<file path="config.mk">
export PLATFORM = sky130hd
export DESIGN_NAME = uart_fifo
export DESIGN_NICKNAME = d
export VERILOG_FILES = /design/src/rtl/uart_fifo.sv
export SDC_FILE = /design/constraint.sdc
export NUM_CORES = 1
export LEC_CHECK = 0
export BUFFER_PORTS_ARGS = -buffer_cell sky130_fd_sc_hd__buf_2
export CAP_MARGIN = 40
export CORE_ASPECT_RATIO = 0.75
export CORE_MARGIN = 5
export CORE_UTILIZATION = 40
export DETAILED_ROUTE_END_ITERATION = 16
export HOLD_SLACK_MARGIN = 0.03
export SYNTH_ARGS = -nofsm -noshare
export SYNTH_HDL_FRONTEND = slang
export SYNTH_SLANG_ARGS = --single-unit
</file>
<file path="constraint.sdc">
create_clock -name clk_i -period 2.4 [get_ports clk_i]
set_input_delay 0 -clock clk_i [delete_from_list [all_inputs] [get_ports clk_i]]
set_output_delay 0 -clock clk_i [all_outputs]
set_load 0.005 [all_outputs]
</file>
<file path="src/rtl/uart_fifo.sv">
// Single-clock byte FIFO for the UART TX/RX paths, with occupancy and sticky error status.
// Define UART_FIFO_FWFT_EN for first-word-fall-through reads; default is registered reads.
module uart_fifo #(
    parameter int DATA_W          = 8,
    parameter int DEPTH_LOG2      = 4,
    parameter int ALMOST_FULL_THR = 12
) (
    input  logic                  clk_i,
    input  logic                  rst_i,
    input  logic                  flush_i,
    input  logic                  push_i,
    input  logic [DATA_W-1:0]     wr_data_i,
    input  logic                  pop_i,
    output logic [DATA_W-1:0]     rd_data_o,
    output logic                  rd_valid_o,
    output logic                  full_o,
    output logic                  empty_o,
    output logic                  almost_full_o,
    output logic [DEPTH_LOG2:0]   count_o,
    input  logic                  clr_err_i,
    output logic                  overflow_o,
    output logic                  underflow_o
);
    localparam int DEPTH = 2 ** DEPTH_LOG2;
    localparam logic [DEPTH_LOG2:0]   DEPTH_C = (DEPTH_LOG2+1)'(DEPTH);
    localparam logic [DEPTH_LOG2:0]   THR_C   = (DEPTH_LOG2+1)'(ALMOST_FULL_THR);
    localparam logic [DEPTH_LOG2:0]   CNT_ONE = (DEPTH_LOG2+1)'(1);
    localparam logic [DEPTH_LOG2-1:0] PTR_ONE = DEPTH_LOG2'(1);

    logic [DATA_W-1:0]     mem_q [DEPTH];
    logic [DEPTH_LOG2-1:0] wr_ptr_q, wr_ptr_d;
    logic [DEPTH_LOG2-1:0] rd_ptr_q, rd_ptr_d;
    logic [DEPTH_LOG2:0]   count_q, count_d;
    logic                  overflow_q, overflow_d;
    logic                  underflow_q, underflow_d;
    logic                  pop_acc, push_acc, mem_we;

    // A pop frees a slot in the same cycle, so a full FIFO still takes a push alongside it.
    assign pop_acc  = pop_i && (count_q != '0);
    assign push_acc = push_i && ((count_q != DEPTH_C) || pop_acc);
    assign mem_we   = push_acc && !flush_i && !rst_i;

    always_comb begin
        wr_ptr_d    = wr_ptr_q;
        rd_ptr_d    = rd_ptr_q;
        count_d     = count_q;
        overflow_d  = overflow_q;
        underflow_d = underflow_q;
        if (flush_i) begin
            wr_ptr_d    = '0;
            rd_ptr_d    = '0;
            count_d     = '0;
            overflow_d  = 1'b0;
            underflow_d = 1'b0;
        end else begin
            if (push_acc) wr_ptr_d = wr_ptr_q + PTR_ONE;
            if (pop_acc)  rd_ptr_d = rd_ptr_q + PTR_ONE;
            case ({push_acc, pop_acc})
                2'b10:   count_d = count_q + CNT_ONE;
                2'b01:   count_d = count_q - CNT_ONE;
                default: count_d = count_q;
            endcase
            // A new error event wins over a clear in the same cycle.
            if (push_i && !push_acc)  overflow_d = 1'b1;
            else if (clr_err_i)       overflow_d = 1'b0;
            if (pop_i && !pop_acc)    underflow_d = 1'b1;
            else if (clr_err_i)       underflow_d = 1'b0;
        end
    end

    always_ff @(posedge clk_i) begin
        if (rst_i) begin
            wr_ptr_q    <= '0;
            rd_ptr_q    <= '0;
            count_q     <= '0;
            overflow_q  <= 1'b0;
            underflow_q <= 1'b0;
        end else begin
            wr_ptr_q    <= wr_ptr_d;
            rd_ptr_q    <= rd_ptr_d;
            count_q     <= count_d;
            overflow_q  <= overflow_d;
            underflow_q <= underflow_d;
        end
    end

    always_ff @(posedge clk_i) begin
        if (mem_we) mem_q[wr_ptr_q] <= wr_data_i;
    end

`ifdef UART_FIFO_FWFT_EN
    assign rd_data_o  = mem_q[rd_ptr_q];
    assign rd_valid_o = (count_q != '0);
`else
    logic [DATA_W-1:0] rd_data_q, rd_data_d;
    logic              rd_valid_q, rd_valid_d;

    always_comb begin
        rd_data_d  = rd_data_q;
        rd_valid_d = 1'b0;
        if (!flush_i && pop_acc) begin
            rd_data_d  = mem_q[rd_ptr_q];
            rd_valid_d = 1'b1;
        end
    end

    always_ff @(posedge clk_i) begin
        if (rst_i) begin
            rd_data_q  <= '0;
            rd_valid_q <= 1'b0;
        end else begin
            rd_data_q  <= rd_data_d;
            rd_valid_q <= rd_valid_d;
        end
    end

    assign rd_data_o  = rd_data_q;
    assign rd_valid_o = rd_valid_q;
`endif

    assign count_o       = count_q;
    assign full_o        = (count_q == DEPTH_C);
    assign empty_o       = (count_q == '0);
    assign almost_full_o = (count_q >= THR_C);
    assign overflow_o    = overflow_q;
    assign underflow_o   = underflow_q;
endmodule

</file>
==> reports/metrics.csv <==
metric;value;unit
status;finished clean;
hold_slack;0.1272;ns
synthCells;340;
nNetsFinal;451;
synth_fp_nets;363;
die_y;116.8;µm
ir_drop;0.5160;mV
post-route-min-period;2.265;ns
antenna_left;0;
synth_cell_type_count;40;
synth.top_cell.area_share;63.13;%
wl;12220;µm
grt_usage;14.74;%
gp_congestion;0.7499;
clock_latency;0.42;ns
clk_path_buf_depth;2;
htree_levels;4;
hold_class;in -> reg;
worstPathMaxFanout;6;
cp_slowest_cell;or4_4;
synthFlopType;edfxtp_1;
min_path_cells;3;
drc;0;
yosys_warnings;0;
power_density;752.5;nW/µm²
grt_pass1_wl;19370;µm
path_delay_family;simple AND/OR/NAND/NOR gates;
drv_cap;0;
synth_edf_count;128;
worstMarginPinSlew;0.4285;ns
dp_cells;599;
fin_cells;646;
avgRoutedWirePerCell;18.92;µm
slew_headroom;71.34;%
fp-row-count;39;
cts_sinks;152;
min_from;flush_i;
final_cell_mix;edfxtp_1, nor2_1, buf_4;
synth_area;6088;µm²
area_growth;22.34;%
p_leak;2.576;nW
finish.utilization;49.40;%
mostFrequentLayoutCell;edfxtp_1;
chipWidth;152.5;µm
dp.final_hpwl;7930;µm
setup_viol;0;
rr_endpoint;count_o[4];
period_share;94.37;%
hold_viol_final;0;
cts_tree;done;
yosysSeqAreaShare;71.02;%
clk_pin_slew;0.06;ns
cp_data_required_time;2.75;ns
synth_area_per_cell;17.91;µm²
vias;3307;
ys_top_cells_by_area;edfxtp_1, mux4_2, dfxtp_1;
numCtsBuffers;17;
crit_chain;nor4_4 > a211oi_2 > ha_1 > nor2b_1 > o21ai_1 > nand2b_1 > or4_4 > a41oi_2;
synth_largest_area_cell;edfxtp_1;
layout-drive-gt1-share;32.20;%
fmax;0.4415;GHz
coreArea;15080;µm²
drtIter0Drc;234;
grt_max_degree;35;
p_total;5.605;mW
via_per_inst;5.119;
first_pass_iters;4;
grt_overflow;0;
ff2ff_setup_slack;0.14;ns
crit_path_start_kind;register;
portBuffers;32;
reg2reg_depth;8;
ios;33;
die_area;17810;µm²
antenna_cells;0;
path_class;reg -> reg;
antenna_found_initial;0;
min_to;rd_ptr_q[1];
cts_root_buf;clkbuf_16;
skew;0.01020;ns
cp_slowest_stage_delay;0.43;ns
r2r-start;count_o[3];
critPathBufInv;0;
slew_violations;0;
async_flop_share;0;%
crit_arrival;2.62;ns
cp-end-kind;register;
synth-seq-cells;152;
initial_utilization;40.38;%
grt_pass1_vias;3381;
[state kept, by name, indices dropped and copies added (netlist names)]
name	count
overflow_o	1
wr_ptr_q	4
underflow_o	1
mem_q	128
count_o	5
rd_ptr_q	4
rd_valid_o	1
rd_data_o	8
[worst register-to-register path: stages, from the launching register on]
cell      delay (ns)
dfxtp_4         0.37
nor4_4          0.30
a211oi_2        0.15
ha_1            0.34
nor2b_1         0.14
o21ai_1         0.19
nand2b_1        0.14
or4_4           0.43
a41oi_2         0.13
[metal layers]
metal,global-route usage [%],up-vias,share of wire [%]
met3,3.455,16,4.5
met4,6.053,0,1.6
met2,23.28,84,46
li1,-,1521,-
met5,0,-,0
met1,20.10,1686,48
[layout make-up]
| class | count | area (µm²) |
|---|---|---|
| clock buffers | 25 | 485.5 |
| clock inverters | 7 | 70.07 |
| fillers | 1242 | 7630 |
| inverters | 9 | 33.78 |
| multi-input cells | 166 | 1678 |
| flip-flops and latches | 152 | 4332 |
| well taps | 205 | 256.5 |
| repair buffers | 82 | 593.1 |
[synthesized netlist by cell type (all sizes together) (4+ instances only)]
| cell | count |
|---|---|
| edfxtp | 128 |
| a21o | 9 |
| inv | 9 |
| ha | 8 |
| nand2 | 12 |
| xnor2 | 5 |
| mux2i | 18 |
| xor2 | 4 |
| dfxtp | 24 |
| nand3 | 4 |
| buf | 10 |
| nor2 | 37 |
| mux4 | 32 |
| a21oi | 6 |
| o22ai | 8 |
[stage by stage]
stage | setup TNS, ns | instance area [µm²] | setup slack, ns
floorplan | 0 | 6093 | 0.1033
global placement | 0 | 6730 | 0.09290
detailed placement | -0.009055 | 6730 | -0.009055
CTS | 0 | 7416 | 0.004198
global route | -0.001959 | 7448 | -0.001959
finish | 0 | 7448 | 0.1350
[worst max path at each step]
| stage | start | endpoint | slack, ns | cells past startpoint |
|---|---|---|---|---|
| 3_3_place_gp | count_o[1] | count_o[4] | 0.09 | 8 |
| 3_5_place_dp | count_o[3] | count_o[4] | -0.009 | 8 |
| 5_1_grt | count_o[3] | count_o[4] | -0.002 | 8 |
| 4_1_cts | count_o[3] | count_o[4] | 0.004 | 8 |
| 6_report | count_o[3] | count_o[4] | 0.14 | 8 |
| 2_1_floorplan | count_o[0] | count_o[4] | 0.10 | 8 |
[power breakdown]
group / internal (mW) / switching [mW]
registers: 2.87 / 0.0113
clock network: 1.51 / 0.990
logic: 0.0995 / 0.124
[cell families after synthesis]
family	count (synthesis)	share of synthesized area (%)
flip-flops	152	71.02
AND/OR/NAND/NOR	67	5.385
adder cells (fa/ha/maj)	9	1.973
AO/OA/AOI/OAI	31	3.843
multiplexers	50	14.80
buffers and inverters	22	1.685
XOR/XNOR	9	1.295
[what timing repair did]
| action | 4_1_cts | 5_1_grt |
|---|---|---|
| hold endpoints to repair | 141 | 0 |
| setup endpoints to repair | 0 | 1 |
| setup buffers | 0 | 2 |
| hold buffers | 13 | 0 |
| gates resized for setup | 0 | 7 |
Power figures use the tool's default switching activity.
